==> src/rtl/alu_sched_pkg.sv <==
// alu_sched_pkg: shared constants and payload types for the FP ALU scheduler.
//   OP_ADD / OP_MUL    op-select encodings driven on alu_op
//   cmd_t / res_t      default-width command and result payloads
//   ptr_w()            queue pointer width (one wrap bit above the address)
// Optional feature macro used by the top: ALU_SCHED_STICKY_OVF_EN.
package alu_sched_pkg;

    localparam int unsigned DATA_W_DEF      = 32;
    localparam int unsigned TAG_W_DEF       = 4;
    localparam int unsigned DEPTH_DEF       = 4;
    localparam int unsigned ALU_LATENCY_DEF = 3;

    localparam logic OP_ADD = 1'b0;
    localparam logic OP_MUL = 1'b1;

    typedef struct packed {
        logic [DATA_W_DEF-1:0] x;
        logic [DATA_W_DEF-1:0] y;
        logic                  op;
        logic [TAG_W_DEF-1:0]  tag;
    } cmd_t;

    typedef struct packed {
        logic [DATA_W_DEF-1:0] result;
        logic                  overflow;
        logic [TAG_W_DEF-1:0]  tag;
    } res_t;

    // Pointer width: address bits plus one wrap bit to tell full from empty.
    function automatic int unsigned ptr_w(input int unsigned depth);
        return $clog2(depth) + 1;
    endfunction

endpackage

==> src/rtl/sched_fifo.sv <==
// sched_fifo: synchronous FIFO with wrap-bit pointers and occupancy count.
//   clk, rst          clock, synchronous active-high reset
//   push, push_data   write request (ignored when full, no pass-through)
//   pop               read request (ignored when empty)
//   head_c            combinational view of the oldest entry
//   full_c, empty_c   occupancy flags decoded from the pointers
//   count_c           number of stored entries (0..DEPTH)
module sched_fifo #(
    parameter int unsigned WIDTH = 8,
    parameter int unsigned DEPTH = 4
) (
    input  logic                   clk,
    input  logic                   rst,
    input  logic                   push,
    input  logic [WIDTH-1:0]       push_data,
    input  logic                   pop,
    output logic [WIDTH-1:0]       head_c,
    output logic                   full_c,
    output logic                   empty_c,
    output logic [$clog2(DEPTH):0] count_c
);

    localparam int unsigned ADDR_W = $clog2(DEPTH);
    localparam int unsigned PTR_W  = ADDR_W + 1;

    logic [PTR_W-1:0] wr_ptr;
    logic [PTR_W-1:0] rd_ptr;
    logic [WIDTH-1:0] mem [DEPTH];
    logic             do_push;
    logic             do_pop;

    assign do_push = push && !full_c;
    assign do_pop  = pop && !empty_c;

    // Pointer update.
    always_ff @(posedge clk) begin
        if (rst) begin
            wr_ptr <= '0;
            rd_ptr <= '0;
        end else begin
            if (do_push) wr_ptr <= wr_ptr + PTR_W'(1);
            if (do_pop)  rd_ptr <= rd_ptr + PTR_W'(1);
        end
    end

    // Storage needs no reset; reads are qualified by empty_c.
    always_ff @(posedge clk) begin
        if (do_push) mem[wr_ptr[ADDR_W-1:0]] <= push_data;
    end

    assign head_c  = mem[rd_ptr[ADDR_W-1:0]];
    assign count_c = wr_ptr - rd_ptr;
    assign empty_c = (wr_ptr == rd_ptr);
    assign full_c  = (wr_ptr[PTR_W-1] != rd_ptr[PTR_W-1]) &&
                     (wr_ptr[ADDR_W-1:0] == rd_ptr[ADDR_W-1:0]);

endmodule

==> src/rtl/alu_op_scheduler.sv <==
// alu_op_scheduler: command/result wrapper around a fixed-latency FP add/mul ALU.
//   clk, rst                      clock, synchronous active-high reset (shared with ALU)
//   in_valid/in_ready             command handshake; in_x, in_y, in_op, in_tag payload
//   alu_x, alu_y, alu_op          operands for the ALU, zero when nothing issues
//   alu_result, alu_overflow      ALU outputs, valid ALU_LATENCY cycles after issue
//   out_valid/out_ready           result handshake; out_result, out_overflow, out_tag payload
//   busy                          anything queued, in flight or buffered
//   ovf_sticky, ovf_clear         only with ALU_SCHED_STICKY_OVF_EN: latched overflow seen on a pop
// Issue is credit-limited so every in-flight op has a guaranteed result-queue slot.
module alu_op_scheduler
    import alu_sched_pkg::*;
#(
    parameter int unsigned DATA_W      = DATA_W_DEF,
    parameter int unsigned TAG_W       = TAG_W_DEF,
    parameter int unsigned DEPTH       = DEPTH_DEF,
    parameter int unsigned ALU_LATENCY = ALU_LATENCY_DEF
) (
    input  logic              clk,
    input  logic              rst,
    input  logic              in_valid,
    output logic              in_ready,
    input  logic [DATA_W-1:0] in_x,
    input  logic [DATA_W-1:0] in_y,
    input  logic              in_op,
    input  logic [TAG_W-1:0]  in_tag,
    output logic [DATA_W-1:0] alu_x,
    output logic [DATA_W-1:0] alu_y,
    output logic              alu_op,
    input  logic [DATA_W-1:0] alu_result,
    input  logic              alu_overflow,
    output logic              out_valid,
    input  logic              out_ready,
    output logic [DATA_W-1:0] out_result,
    output logic              out_overflow,
    output logic [TAG_W-1:0]  out_tag,
`ifdef ALU_SCHED_STICKY_OVF_EN
    output logic              ovf_sticky,
    input  logic              ovf_clear,
`endif
    output logic              busy
);

    localparam int unsigned CNT_W = ptr_w(DEPTH);
    localparam int unsigned SUM_W = CNT_W + 1;

    typedef struct packed {
        logic [DATA_W-1:0] x;
        logic [DATA_W-1:0] y;
        logic              op;
        logic [TAG_W-1:0]  tag;
    } cmd_q_t;

    typedef struct packed {
        logic [DATA_W-1:0] result;
        logic              overflow;
        logic [TAG_W-1:0]  tag;
    } res_q_t;

    cmd_q_t           cmd_in;
    cmd_q_t           cmd_head;
    res_q_t           res_in;
    res_q_t           res_head;
    logic             cmd_full;
    logic             cmd_empty;
    logic [CNT_W-1:0] cmd_cnt;
    logic             res_full;
    logic             res_empty;
    logic [CNT_W-1:0] res_cnt;
    logic             cmd_push;
    logic             res_pop;
    logic             issue;
    logic             cap;
    logic             credit_ok;

    logic [ALU_LATENCY-1:0] pipe_valid;
    logic [TAG_W-1:0]       pipe_tag [ALU_LATENCY];
    logic [CNT_W-1:0]       inflight_cnt;

    // Command queue.
    assign cmd_in   = '{x: in_x, y: in_y, op: in_op, tag: in_tag};
    assign in_ready = !rst && !cmd_full;
    assign cmd_push = in_valid && in_ready;

    sched_fifo #(.WIDTH($bits(cmd_q_t)), .DEPTH(DEPTH)) u_cmd_q (
        .clk       (clk),
        .rst       (rst),
        .push      (cmd_push),
        .push_data (cmd_in),
        .pop       (issue),
        .head_c    (cmd_head),
        .full_c    (cmd_full),
        .empty_c   (cmd_empty),
        .count_c   (cmd_cnt)
    );

    // Credit: registered occupancy only, a same-cycle result pop is not credited.
    assign credit_ok = (SUM_W'(inflight_cnt) + SUM_W'(res_cnt)) < SUM_W'(DEPTH);
    assign issue     = !rst && !cmd_empty && credit_ok;
    assign cap       = pipe_valid[ALU_LATENCY-1];

    // Operand drive toward the ALU.
    always_comb begin
        alu_x  = '0;
        alu_y  = '0;
        alu_op = OP_ADD;
        if (issue) begin
            alu_x  = cmd_head.x;
            alu_y  = cmd_head.y;
            alu_op = cmd_head.op;
        end
    end

    // In-flight valid pipe and its population count.
    always_ff @(posedge clk) begin
        if (rst) begin
            pipe_valid   <= '0;
            inflight_cnt <= '0;
        end else begin
            pipe_valid[0] <= issue;
            for (int i = 1; i < int'(ALU_LATENCY); i++) begin
                pipe_valid[i] <= pipe_valid[i-1];
            end
            inflight_cnt <= inflight_cnt + CNT_W'(issue) - CNT_W'(cap);
        end
    end

    // Tags ride alongside the valid bits; qualified by pipe_valid so no reset.
    always_ff @(posedge clk) begin
        pipe_tag[0] <= cmd_head.tag;
        for (int i = 1; i < int'(ALU_LATENCY); i++) begin
            pipe_tag[i] <= pipe_tag[i-1];
        end
    end

    // Result queue.
    assign res_in  = '{result: alu_result, overflow: alu_overflow, tag: pipe_tag[ALU_LATENCY-1]};
    assign res_pop = out_valid && out_ready;

    sched_fifo #(.WIDTH($bits(res_q_t)), .DEPTH(DEPTH)) u_res_q (
        .clk       (clk),
        .rst       (rst),
        .push      (cap),
        .push_data (res_in),
        .pop       (res_pop),
        .head_c    (res_head),
        .full_c    (res_full),
        .empty_c   (res_empty),
        .count_c   (res_cnt)
    );

    // Head payload is forced to zero whenever the queue is empty.
    assign out_valid    = !res_empty;
    assign out_result   = out_valid ? res_head.result : '0;
    assign out_overflow = out_valid && res_head.overflow;
    assign out_tag      = out_valid ? res_head.tag : '0;

    assign busy = (cmd_cnt != '0) || (inflight_cnt != '0) || !res_empty;

`ifdef ALU_SCHED_STICKY_OVF_EN
    // Sticky overflow; clear has priority over a same-cycle set.
    always_ff @(posedge clk) begin
        if (rst || ovf_clear) begin
            ovf_sticky <= 1'b0;
        end else if (res_pop && out_overflow) begin
            ovf_sticky <= 1'b1;
        end
    end
`endif

`ifndef SYNTHESIS
    // The credit limit must keep a slot free for every captured result.
    always_ff @(posedge clk) begin
        if (!rst) begin
            assert (!(cap && res_full));
        end
    end
`endif

endmodule

==> config.mk <==
export PLATFORM = sky130hd
export DESIGN_NAME = alu_op_scheduler
export DESIGN_NICKNAME = d
export VERILOG_FILES = /design/src/rtl/alu_sched_pkg.sv /design/src/rtl/sched_fifo.sv /design/src/rtl/alu_op_scheduler.sv
export SDC_FILE = /design/constraint.sdc
export NUM_CORES = 1
export LEC_CHECK = 0
export CAP_MARGIN = 20
export CELL_PAD_IN_SITES_DETAIL_PLACEMENT = 0
export CELL_PAD_IN_SITES_GLOBAL_PLACEMENT = 2
export CORE_MARGIN = 8
export CORE_UTILIZATION = 43
export DETAILED_ROUTE_END_ITERATION = 10
export GPL_TIMING_DRIVEN = 0
export HOLD_SLACK_MARGIN = 0.1
export PLACE_DENSITY_LB_ADDON = 0.1
export SETUP_SLACK_MARGIN = 0.3
export SYNTH_ARGS = -nofsm -noshare
export SYNTH_HDL_FRONTEND = slang
export SYNTH_SLANG_ARGS = --single-unit
==> constraint.sdc <==
create_clock -name clk -period 4.4 [get_ports clk]
set_clock_uncertainty 0.2 [all_clocks]
set_input_delay 0.88 -clock clk [delete_from_list [all_inputs] [get_ports clk]]
set_output_delay 0.88 -clock clk [all_outputs]
set_load 0.02 [all_outputs]
Word-level counts from Yosys, hierarchy flattened --
Memories as Yosys holds them, arrays and structs flattened. A register that Yosys moved wholly into a read port is not among the register bits. Index checks and enable logic that the tools add are counted.
Storage, ports and cells: output and inout port bits 105, bits in latches 0, register bits 18, bits in writable memories 436, memory bits (read-only) 0, memories 3
Cells by class: magnitude comparators 1, equality and inequality tests 6, bitwise logic cells 0, $add $sub $neg 9, div/mod/pow operators 0, reduce and logical (&&, ||, !) cells 21, shift operators 0, multiply operators 0, mux-type cells 13
Memories:
- u_cmd_q.mem | depth 4, width 69, read ports 1, clocked after memory_dff 1, wr ports 1, line sched_fifo.sv:28 | logic [WIDTH-1:0] mem [DEPTH];
- u_res_q.mem | depth 4, width 37, read ports 1, clocked after memory_dff 1, wr ports 1, line sched_fifo.sv:28
- pipe_tag | depth 3, width 4, read ports 3, clocked after memory_dff 0, wr ports 3, line alu_op_scheduler.sv:76 | logic [TAG_W-1:0] pipe_tag [ALU_LATENCY];
Operators with widths (number):
- 32-bit 2-to-1 mux | 3
- 3-bit by 1-bit adder with 3-bit output (second input constant) | 4
- 1-bit logical AND | 12
- 2-bit 2-to-1 mux | 4
- 3-bit == test | 2
- 3-bit nonzero test | 2
- 3-bit subtractor | 2
- 1-bit zero test | 5
- 1-bit 2-to-1 mux | 5
- 3-bit by 3-bit adder with 4-bit output | 1
- 2-bit == test | 2
- 4-bit by 3-bit less-than comparator with 1-bit output (second input constant) | 1
- 4-bit 2-to-1 mux | 1
- 3-bit by 1-bit adder with 3-bit output | 1
- 3-bit by 1-bit subtractor with 3-bit output | 1
- 1-bit logical OR | 2
- 1-bit != test | 2

Depth between registers and ports, before layout --
Gate-level depths: netlist (run 1).
word-level depth 8, depth in mapped cells 15, depth with buffers taken out 14

Hierarchy --
A second synthesis (run 1) with hierarchy kept.
Unflattened totals: cell total of the unflattened synthesis 858, area, all modules 18203.7 µm²
By module, submodules not included:
- sched_fifo (u_cmd_q) | seq. area each 8448.1 µm², times used 1, cells an instance 427, area an instance 10553.9 µm²
- sched_fifo (u_res_q) | seq. area each 4604.4 µm², times used 1, cells an instance 259, area an instance 5945.7 µm²
- alu_op_scheduler | seq. area each 360.3 µm², times used 1, cells an instance 172, area an instance 1704.1 µm²

Worst setup path after synthesis (run 1) --
OpenSTA, ideal clock, no wires.
path type input to register, start input rst, end memory u_cmd_q.mem[0][0] (netlist name) (enable), setup time 0.435 ns, data required time 3.765 ns, stages 3, arrival time 2.921 ns, setup slack 0.844 ns, cell sequence clkbuf_1 inv_1 and3_1
Between the ends: longest elaborated chain between the ends 6
RTL lines:
- start, declared | line alu_op_scheduler.sv:19 | input logic rst,
- 1-bit zero test | line alu_op_scheduler.sv:81 | assign in_ready = !rst && !cmd_full;
- 1-bit logical AND | line alu_op_scheduler.sv:81
- 1-bit logical AND | line alu_op_scheduler.sv:82 | assign cmd_push = in_valid && in_ready;
- 1-bit logical AND | line sched_fifo.sv:32 | assign do_push = push && !full_c;
- 1-bit 2-to-1 mux | line sched_fifo.sv:48 | if (do_push) mem[wr_ptr[ADDR_W-1:0]] <= push_data;
- 1-bit 2-to-1 mux (implied by the code) | line sched_fifo.sv:48
- end, declared | line sched_fifo.sv:28
No other way between the ends.

Worst setup path in the final report (run 1) --
start register u_res_q.wr_ptr[0], end output alu_y[15]
Between the ends: longest elaborated chain between the ends 5
RTL lines:
- start, declared | line sched_fifo.sv:26 | logic [PTR_W-1:0] wr_ptr;
- start signal, assigned | line sched_fifo.sv:41 | if (do_push) wr_ptr <= wr_ptr + PTR_W'(1);
- 3-bit subtractor | line sched_fifo.sv:52 | assign count_c = wr_ptr - rd_ptr;
- 3-bit by 3-bit adder with 4-bit output | line alu_op_scheduler.sv:97 | assign credit_ok = (SUM_W'(inflight_cnt) + SUM_W'(res_cnt)) < SUM_W'(DEPTH);
- 4-bit by 3-bit less-than comparator with 1-bit output | line alu_op_scheduler.sv:97
- 1-bit logical AND | line alu_op_scheduler.sv:98 | assign issue = !rst && !cmd_empty && credit_ok;
- 32-bit 2-to-1 mux | line alu_op_scheduler.sv:106 | if (issue) begin
- end, declared | line alu_op_scheduler.sv:27 | output logic [DATA_W-1:0] alu_y,
No other way between the ends.

==> out/qor.txt, run 1 <==
SYNTH
-----------------------------------------------------------------------------------------------------------------
Compound-Gate Fraction of Synth Area                                                                      0.01055
Post-synthesis share of cell area spent on and, or, nand and nor gates                                    0.05062
Multiplexer share of the synthesized area                                                                  0.1408
Number of cells produced by synthesis                                                                         816
Arithmetic-cell share of the synthesized area counting full adders, half adders and majority gates        0.01511
Mapped Avg Cell Area                                                                                   21.51 um^2
Number of warning messages in the yosys log                                                                     0
Dominant combinational cell family by area after synthesis                                           multiplexers
Unique cell type count in the Yosys netlist                                                                    40
Post-synthesis sequential element count                                                                       458
Share of the yosys chip area belonging to registers                                                        0.7643
Area share of xor/xnor cells in the synthesized design                                                   0.003921
Post-synthesis instance area                                                                           17550 um^2
Syn Nets                                                                                                      942

CTS
-----------------------------------------------------------------------------------------------------------------
Buffer type at the clock tree root                                                                   sky130_fd_sc_hd__clkbuf_16
Post-CTS Hold Buffers                                                                                           0
Total number of clock tree sinks                                                                              458
Clock tree from TritonCTS                                                                                    done
Clock H-tree levels                                                                                             2
Clock-pin slew on the worst setup and hold paths                                                          0.06 ns
Max Buffers Root-to-Sink                                                                                        3
TritonCTS Buffers                                                                                              49
Worst-Skew Late Latency                                                                                   0.57 ns

FLOORPLAN
-----------------------------------------------------------------------------------------------------------------
Die Footprint                                                                                          47530 um^2
Die Width                                                                                                218.0 um
Y dimension of the die                                                                                   218.0 um
I/O pin cnt                                                                                                   211
Total number of placement rows                                                                                 74
Core ar.                                                                                               40550 um^2
Effective utilization at floorplan                                                                         0.4327

SETUP PATH
-----------------------------------------------------------------------------------------------------------------
Path type of the worst setup path                                                                    flip-flop to output port
Startpoint of the worst register-to-register path                                                    u_res_q.wr_ptr[0]
Critical path, cell by cell                                                                          inv_2 > ha_1 > inv_1 > fa_2 > xnor2_2 > ha_2 > nor4_4 > buf_4 > o221ai_4 > buf_12 > clkbuf_16 > nor2b_2 > buf_4
Critical Path Sink                                                                                      alu_y[15]
Maximum cell stage delay along the critical path                                                          0.34 ns
Largest fanout of any net on the critical path                                                                 10
Data arrival time of the worst path                                                                       3.00 ns
Required arrival time at the worst endpoint                                                               3.32 ns
Worst path most repeated cell                                                                        sky130_fd_sc_hd__buf_4
CP Buf/Inv Count                                                                                                6
Worst-case register-to-register setup slack                                                               1.14 ns
Capturing point of the worst reg2reg path                                                            inflight_cnt[2]
Sort of element at the end of the critical path                                                       output port
Worst Reg-to-Reg Cells                                                                                         17
Startpoint types                                                                                        flip-flop
Launch point of the worst path                                                                       u_res_q.wr_ptr[0]
Depth of the critical timing path with buffers and inverters included                                          13
Highest-delay cell along the critical path                                                           sky130_fd_sc_hd__dfxtp_2
Cell type group with the largest total delay on the critical path                                    buffers and inverters

ROUTE
-----------------------------------------------------------------------------------------------------------------
Routed wire length                                                                                       36.60 mm
Via count normalized by instance count                                                                      5.069
Number of nets with antenna violations after detailed routing                                                   0
Via count                                                                                                    8429
Post-DR wirelength/cell                                                                                  22.01 um
Post-route DRC violation count                                                                                  0
First-pass iteration count of the detailed router                                                               4
Initial drt markers                                                                                           411

FINISH
-----------------------------------------------------------------------------------------------------------------
Layout net count                                                                                             1216
Multi-input combinational cell area                                                                     4173 um^2
Synth-to-Final Area Change                                                                                 28.10%
Top library cells by usage in the layout, fill and taps aside                                        sky130_fd_sc_hd__edfxtp_1 (424), sky130_fd_sc_hd__clkdlybuf4s50_1 (141), sky130_fd_sc_hd__mux4_2 (105)
Seq. cell area                                                                                         13420 um^2
Final Instance Area                                                                                    22480 um^2
Most common cell after layout, fill and taps aside                                                   sky130_fd_sc_hd__edfxtp_1
Fill cell count                                                                                              3206
Layout cell share with drive strength beyond 1                                                             0.3198
Final instance count without filler cells                                                                    1663

WORST HOLD PATH
-----------------------------------------------------------------------------------------------------------------
Class of the worst hold path                                                                         flip-flop to flip-flop

PLACEMENT
-----------------------------------------------------------------------------------------------------------------
Post-Place Cells                                                                                             1566
Final GP Congestion                                                                                        0.7206
HPWL reported at the end of detailed placement                                                           23.59 mm
Buffers on Ports                                                                                              210
Placed standard-cell area                                                                              20530 um^2

TIMING
-----------------------------------------------------------------------------------------------------------------
Count of endpoints failing hold in the final timing report                                                      0
Max-slew violation count                                                                                        0
Final Critical Period                                                                                    4.082 ns
Final-layout worst hold slack                                                                           0.1249 ns
Unrepaired setup endpoints after global routing                                                               yes
Worst-margin pin slew                                                                                   0.6981 ns
Final setup violation count                                                                                     0
Period utilization                                                                                         0.9278
Remaining max-slew budget at the tightest pin                                                              0.5346
Achievable Freq                                                                                        0.2450 GHz

GRT
-----------------------------------------------------------------------------------------------------------------
Global router's overall resource usage                                                                     0.1540
Initial antenna violation count                                                                                 6
Via count of the first global-routing pass                                                                   8947
Wire length of the first global-routing pass                                                             55.50 mm
Congestion Overflow GR                                                                                          0
Largest net degree at the start of global routing                                                              52

OUTCOME
-----------------------------------------------------------------------------------------------------------------
Status                                                                                                  completed

POWER
-----------------------------------------------------------------------------------------------------------------
Power after layout                                                                                      0.01229 W
LEAKAGE                                                                                                  7.558 nW
Power density of the placed cells                                                                    546.7 nW/um^2
Max IR drop VDD                                                                                         0.3543 mV

FLOW RUN
-----------------------------------------------------------------------------------------------------------------
Number of max-cap violations                                                                                    0

==> cells by family after synthesis <==
family,after synthesis
compound gates,23
xor+xnor,7
fa+ha+maj,20
buf+inv,52
flops,458
mux,113
simple gates,143
==> state kept, by name (all words and copies together) (netlist names), named ones only <==
signal and count:
inflight_cnt 3, pipe_tag 12, pipe_valid 3, u_cmd_q.mem 276, u_cmd_q.rd_ptr 3, u_cmd_q.wr_ptr 3, u_res_q.mem 148, u_res_q.rd_ptr 3
u_res_q.wr_ptr 3
==> cell usage after synthesis <==
cell / instances / area share
sky130_fd_sc_hd__nor2_1: 11 / 0.0024
sky130_fd_sc_hd__o211ai_1: 2 / 0.00086
sky130_fd_sc_hd__fa_1: 2 / 0.0023
sky130_fd_sc_hd__o21a_1: 4 / 0.0017
sky130_fd_sc_hd__xnor2_1: 4 / 0.0020
sky130_fd_sc_hd__mux4_1: 1 / 0.0015
sky130_fd_sc_hd__o221ai_2: 1 / 0.00086
sky130_fd_sc_hd__o2111ai_1: 6 / 0.0030
sky130_fd_sc_hd__nor4_4: 1 / 0.0012
sky130_fd_sc_hd__and2b_1: 8 / 0.0034
sky130_fd_sc_hd__or3b_2: 2 / 0.0010
sky130_fd_sc_hd__nand2b_1: 2 / 0.00071
sky130_fd_sc_hd__nor3_1: 4 / 0.0011
sky130_fd_sc_hd__a21oi_1: 3 / 0.00086
sky130_fd_sc_hd__mux2_4: 1 / 0.00086
sky130_fd_sc_hd__ha_1: 18 / 0.013
sky130_fd_sc_hd__mux4_2: 105 / 0.13
sky130_fd_sc_hd__edfxtp_1: 424 / 0.73
sky130_fd_sc_hd__xor2_1: 2 / 0.0010
sky130_fd_sc_hd__o32ai_1: 1 / 0.00050
sky130_fd_sc_hd__a31oi_1: 1 / 0.00036
sky130_fd_sc_hd__buf_4: 3 / 0.0013
sky130_fd_sc_hd__inv_1: 15 / 0.0032
sky130_fd_sc_hd__and3_1: 5 / 0.0018
sky130_fd_sc_hd__buf_1: 2 / 0.00043
sky130_fd_sc_hd__buf_6: 5 / 0.0032
sky130_fd_sc_hd__mux2_2: 4 / 0.0026
sky130_fd_sc_hd__buf_2: 11 / 0.0031
sky130_fd_sc_hd__a211o_1: 1 / 0.00050
sky130_fd_sc_hd__nor2b_2: 5 / 0.0025
sky130_fd_sc_hd__o2111a_1: 1 / 0.00064
sky130_fd_sc_hd__nand2_1: 6 / 0.0013
sky130_fd_sc_hd__xor2_2: 1 / 0.00093
sky130_fd_sc_hd__nand3_1: 1 / 0.00028
sky130_fd_sc_hd__dfxtp_1: 34 / 0.039
sky130_fd_sc_hd__clkbuf_1: 16 / 0.0034
sky130_fd_sc_hd__nor2b_1: 94 / 0.034
sky130_fd_sc_hd__and2_1: 4 / 0.0014
sky130_fd_sc_hd__mux2i_1: 2 / 0.0011
sky130_fd_sc_hd__o31ai_1: 3 / 0.0013
==> worst min path at each step <==
stage,cells after the start,startpoint,slack (ns),end
after floorplan,0,pipe_tag[0][6],0.11,pipe_tag[0][10]
after global placement,0,pipe_tag[0][6],0.11,pipe_tag[0][10]
after detailed placement,0,pipe_tag[0][3],0.11,pipe_tag[0][7]
after CTS,0,pipe_tag[0][3],0.13,pipe_tag[0][7]
after global routing,0,pipe_tag[0][0],0.13,pipe_tag[0][4]
final,0,pipe_tag[0][2],0.12,pipe_tag[0][6]
==> what timing repair did <==
| item | 4_1_cts | 5_1_grt |
|---|---|---|
| pin swaps | 2 | 0 |
| gates resized for setup | 449 | 7 |
| setup buffers | 3 | 0 |
| cloned | 2 | 0 |
| endpoints found under the setup margin | 105 | 72 |
==> cell type report <==
cell class | instances | area share
antenna | 2 | 0.0002226
buffer | 37 | 0.01425
clock buffer | 56 | 0.05761
clock inverter | 34 | 0.01397
inverter | 15 | 0.002505
multi-input combinational | 306 | 0.1856
sequential | 458 | 0.5968
tap | 532 | 0.02961
timing repair buffer | 223 | 0.09946
==> stage by stage <==
stage,setup WS (ns),utilization,setup TNS [ns]
final,0.3178,0.5543,0
after global routing,0.1428,0.5542,0
after CTS,0.2635,0.5539,0
after detailed placement,-0.3260,0.5063,-14.44
after global placement,-1.530,0.5010,-425.78
after floorplan,0.8438,-,0
==> where the power goes <==
part	leakage [nW]	switching [W]	internal [W]
Clock	0.804	0.00160	0.00245
Sequential	4.12	0.0000727	0.00499
Combinational	2.63	0.00156	0.00161
Total	7.56	0.00324	0.00905
==> per-layer routing <==
layer / track usage / routed length (um) / up-vias / part of all wire
met5: 0 / 69 / - / 0.0019
met4: 0.04254 / 530 / 10 / 0.014
met3: 0.04438 / 2309 / 47 / 0.063
met2: 0.2541 / 18420 / 199 / 0.50
met1: 0.1977 / 15280 / 4321 / 0.42
li1: - / - / 3852 / -
No activity file was read; power rests on OpenSTA's default activity.
==> run 2, diff against run 1 <==
SETUP_SLACK_MARGIN = 0.5   (was 0.3)
SLEW_MARGIN = 10   (was default)
==> out/qor.txt, run 2 (synthesized netlist as in run 1, its figures left out) <==
WORST HOLD PATH
--------------------------------------------------------------------------------
Hold Path Stages                                                               0   unchanged
Class of the worst hold path                                        flip-flop to flip-flop
Hold path startpoint                                                pipe_tag[0][2]
Min-Delay Endpoint                                                  pipe_tag[0][6]

GRT
--------------------------------------------------------------------------------
Wire length of the first global-routing pass                            55.81 mm   +0.56%
Largest net degree at the start of global routing                             48   -7.7%
Initial antenna violation count                                                4   -2
Global router's overall resource usage                                    0.1549   +0.0008562
Via count of the first global-routing pass                                  8997   +0.56%
Congestion Overflow GR                                                         0   unchanged

FINISH
--------------------------------------------------------------------------------
Largest register FFs                                                         276   unchanged
Fraction of the core area covered by cells at the end of the flow         0.5641   +0.009780
Top library cells by usage in the layout, fill and taps aside       sky130_fd_sc_hd__edfxtp_1 (424), sky130_fd_sc_hd__clkdlybuf4s50_1 (132), sky130_fd_sc_hd__mux4_2 (105)
Most common cell after layout, fill and taps aside                  sky130_fd_sc_hd__edfxtp_1
Layout net count                                                            1224   +0.66%
Final Instance Area                                                   22880 um^2   +1.8%
Synth-to-Final Area Change                                                30.36%
Layout cell share with drive strength beyond 1                            0.3342   +0.01446
Fill cell count                                                             3115   -2.8%

SETUP PATH
--------------------------------------------------------------------------------
Startpoint of the worst register-to-register path                   u_res_q.wr_ptr[0]
Worst Reg-to-Reg Cells                                                        18   +1
Capturing point of the worst reg2reg path                           inflight_cnt[2]
Data arrival time of the worst path                                      2.97 ns   -0.03 ns
Worst-case register-to-register setup slack                              1.01 ns   -0.13 ns
Largest fanout of any net on the critical path                                 8   -2
Startpoint types                                                       flip-flop
Required arrival time at the worst endpoint                              3.32 ns   about the same
Sort of element at the end of the critical path                      output port
Path type of the worst setup path                                   flip-flop to output port

ROUTE
--------------------------------------------------------------------------------
Post-route DRC violation count                                                 0   unchanged
Number of nets with antenna violations after detailed routing                  0   unchanged
Routed wire length                                                      36.94 mm   +0.93%
Via count normalized by instance count                                     5.067   about the same
Post-DR wirelength/cell                                                 22.15 um   +0.63%
First-pass iteration count of the detailed router                              4   unchanged
Initial drt markers                                                          431   +4.9%
Via count                                                                   8452   +0.27%

POWER
--------------------------------------------------------------------------------
Power share of the clock group                                             0.307   -0.023
Portion of total power attributed to sequential cells                      0.406   -0.006
Power density of the placed cells                                   545.1 nW/um^2   -0.30%
Power after layout                                                     0.01247 W   +1.5%
Combinational fraction of design power                                     0.287   +0.029
Max IR drop VDD                                                        0.4076 mV   +15%
LEAKAGE                                                                 7.760 nW   +2.7%
Switching power                                                       0.003359 W   +3.7%
Switching share of power                                                  0.2694   +0.005765
Power Internal                                                        0.009111 W   +0.67%

PLACEMENT
--------------------------------------------------------------------------------
HPWL reported at the end of detailed placement                          23.62 mm   +0.14%
Buffers on Ports                                                             210   unchanged
Pre-CTS setup slack                                                   -0.3325 ns   -0.006450 ns
Placed standard-cell area                                             20520 um^2   about the same
Final GP Congestion                                                       0.7206   unchanged

TIMING
--------------------------------------------------------------------------------
Remaining max-slew budget at the tightest pin                             0.5190   -0.01561
Final Critical Period                                                   4.052 ns   -0.03066 ns
Period utilization                                                        0.9208   -0.006969
Worst-margin pin slew                                                  0.7215 ns   +0.02341 ns
Max-slew violation count                                                       0   unchanged
Achievable Freq                                                       0.2468 GHz   +0.76%
Unrepaired setup endpoints after global routing                              yes
Final setup violation count                                                    0   unchanged
Final setup slack of the worst path                                    0.3484 ns   +0.03066 ns
Total negative slack                                                        0 ns   unchanged
Count of endpoints failing hold in the final timing report                     0   unchanged

FLOORPLAN
--------------------------------------------------------------------------------
Effective utilization at floorplan                                        0.4327   unchanged
I/O pin cnt                                                                  211   unchanged
Die Footprint                                                         47530 um^2   unchanged
Die Width                                                               218.0 um   unchanged
Y dimension of the die                                                  218.0 um   unchanged
Core ar.                                                              40550 um^2   unchanged
Total number of placement rows                                                74   unchanged

FLOW RUN
--------------------------------------------------------------------------------
Number of max-cap violations                                                   0   unchanged

CTS
--------------------------------------------------------------------------------
Total number of clock tree sinks                                             458   unchanged
Max Buffers Root-to-Sink                                                       3   unchanged
Clock H-tree levels                                                            2   unchanged
Clock tree from TritonCTS                                                   done
Buffer type at the clock tree root                                  sky130_fd_sc_hd__clkbuf_16
Clock-pin slew on the worst setup and hold paths                         0.06 ns   about the same
TritonCTS Buffers                                                             48   -2.0%
Worst-Skew Late Latency                                                  0.57 ns   about the same

OUTCOME
--------------------------------------------------------------------------------
Status                                                                 completed

==> run 2: cell types whose count changed in the layout (fill, tap and decap cells not counted), sizes merged <==
cell / previous run / this run
bufinv: 6 / 3
clkbuf: 72 / 78
clkinvlp: 0 / 3
clkdlybuf4s50: 141 / 132
inv: 16 / 17
clkinv: 27 / 18
buf: 99 / 106
dlygate4sd2: 2 / 11
==> run 2: what timing repair did <==
| action | in CTS | in global routing |
|---|---|---|
| pin swaps | 3 | 2 |
| resized for setup | 526 | 42 |
| gates cloned | 5 | 0 |
| hold buffers | 0 | 0 |
| setup endpoints to repair | 105 | 74 |
| setup buffers | 8 | 1 |
| endpoints found under the hold margin | 0 | 0 |
==> run 2: critical path, stage by stage, from the launching register on <==
cell and delay, ns:
sky130_fd_sc_hd__dfxtp_2 0.32, sky130_fd_sc_hd__inv_2 0.07, sky130_fd_sc_hd__ha_4 0.12, sky130_fd_sc_hd__inv_2 0.03, sky130_fd_sc_hd__fa_2 0.34, sky130_fd_sc_hd__xnor2_2 0.16
sky130_fd_sc_hd__ha_4 0.17, sky130_fd_sc_hd__nor4_4 0.23, sky130_fd_sc_hd__buf_4 0.18, sky130_fd_sc_hd__o221ai_4 0.12, sky130_fd_sc_hd__buf_12 0.19, sky130_fd_sc_hd__clkbuf_16 0.18
sky130_fd_sc_hd__nor2b_4 0.14, sky130_fd_sc_hd__buf_6 0.13
==> run 2: worst max path at each step <==
stage	from	endpoint	slack (ns)
after floorplan	rst	u_cmd_q.mem[0][0]	0.84
after global placement	rst	u_cmd_q.mem[1][10]	-1.53
after detailed placement	rst	alu_y[12]	-0.33
after CTS	u_res_q.wr_ptr[0]	alu_y[28]	0.30
after global routing	u_res_q.wr_ptr[0]	alu_x[21]	0.21
final	u_res_q.wr_ptr[0]	alu_x[21]	0.35
==> run 2: routing by layer <==
| layer | vias to the layer above | part of all wire | GRT usage |
|---|---|---|---|
| met4 | 6 | 0.020 | 0.04635 |
| li1 | 3859 | - | - |
| met5 | - | 0.0011 | 0 |
| met3 | 64 | 0.062 | 0.04397 |
| met2 | 196 | 0.50 | 0.2587 |
| met1 | 4327 | 0.41 | 0.1950 |
==> run 2: layout make-up <==
cell class,instances,area [um^2],area share
Sequential cell,458,13420,0.5865
Multi-Input combinational cell,306,4392,0.1920
Timing Repair Buffer,232,2502,0.1094
Tap cell,532,665.6,0.02910
Buffer,37,346.6,0.01515
Clock inverter,26,203.9,0.008915
Clock buffer,60,1287,0.05628
Antenna cell,2,5.005,0.0002188
Inverter,15,56.30,0.002461
==> run 2: metrics by stage <==
step,std cells,hold WS [ns]
floorplan,816,0.1096
global placement,1558,0.1112
detailed placement,1566,0.1121
CTS,1665,0.1261
global route,1666,0.1276
finish,1668,0.1243
==> run 2: power by group through the flow <==
stage | sequential (W) | combinational (W) | clock, W
2_1_floorplan | 0.00513 | 0.00177 | 0
3_3_place_gp | 0.00516 | 0.00292 | 0
3_5_place_dp | 0.00515 | 0.00295 | 0
4_1_cts | 0.00506 | 0.00355 | 0.00394
5_1_grt | 0.00508 | 0.00382 | 0.00410
6_report | 0.00506 | 0.00358 | 0.00382
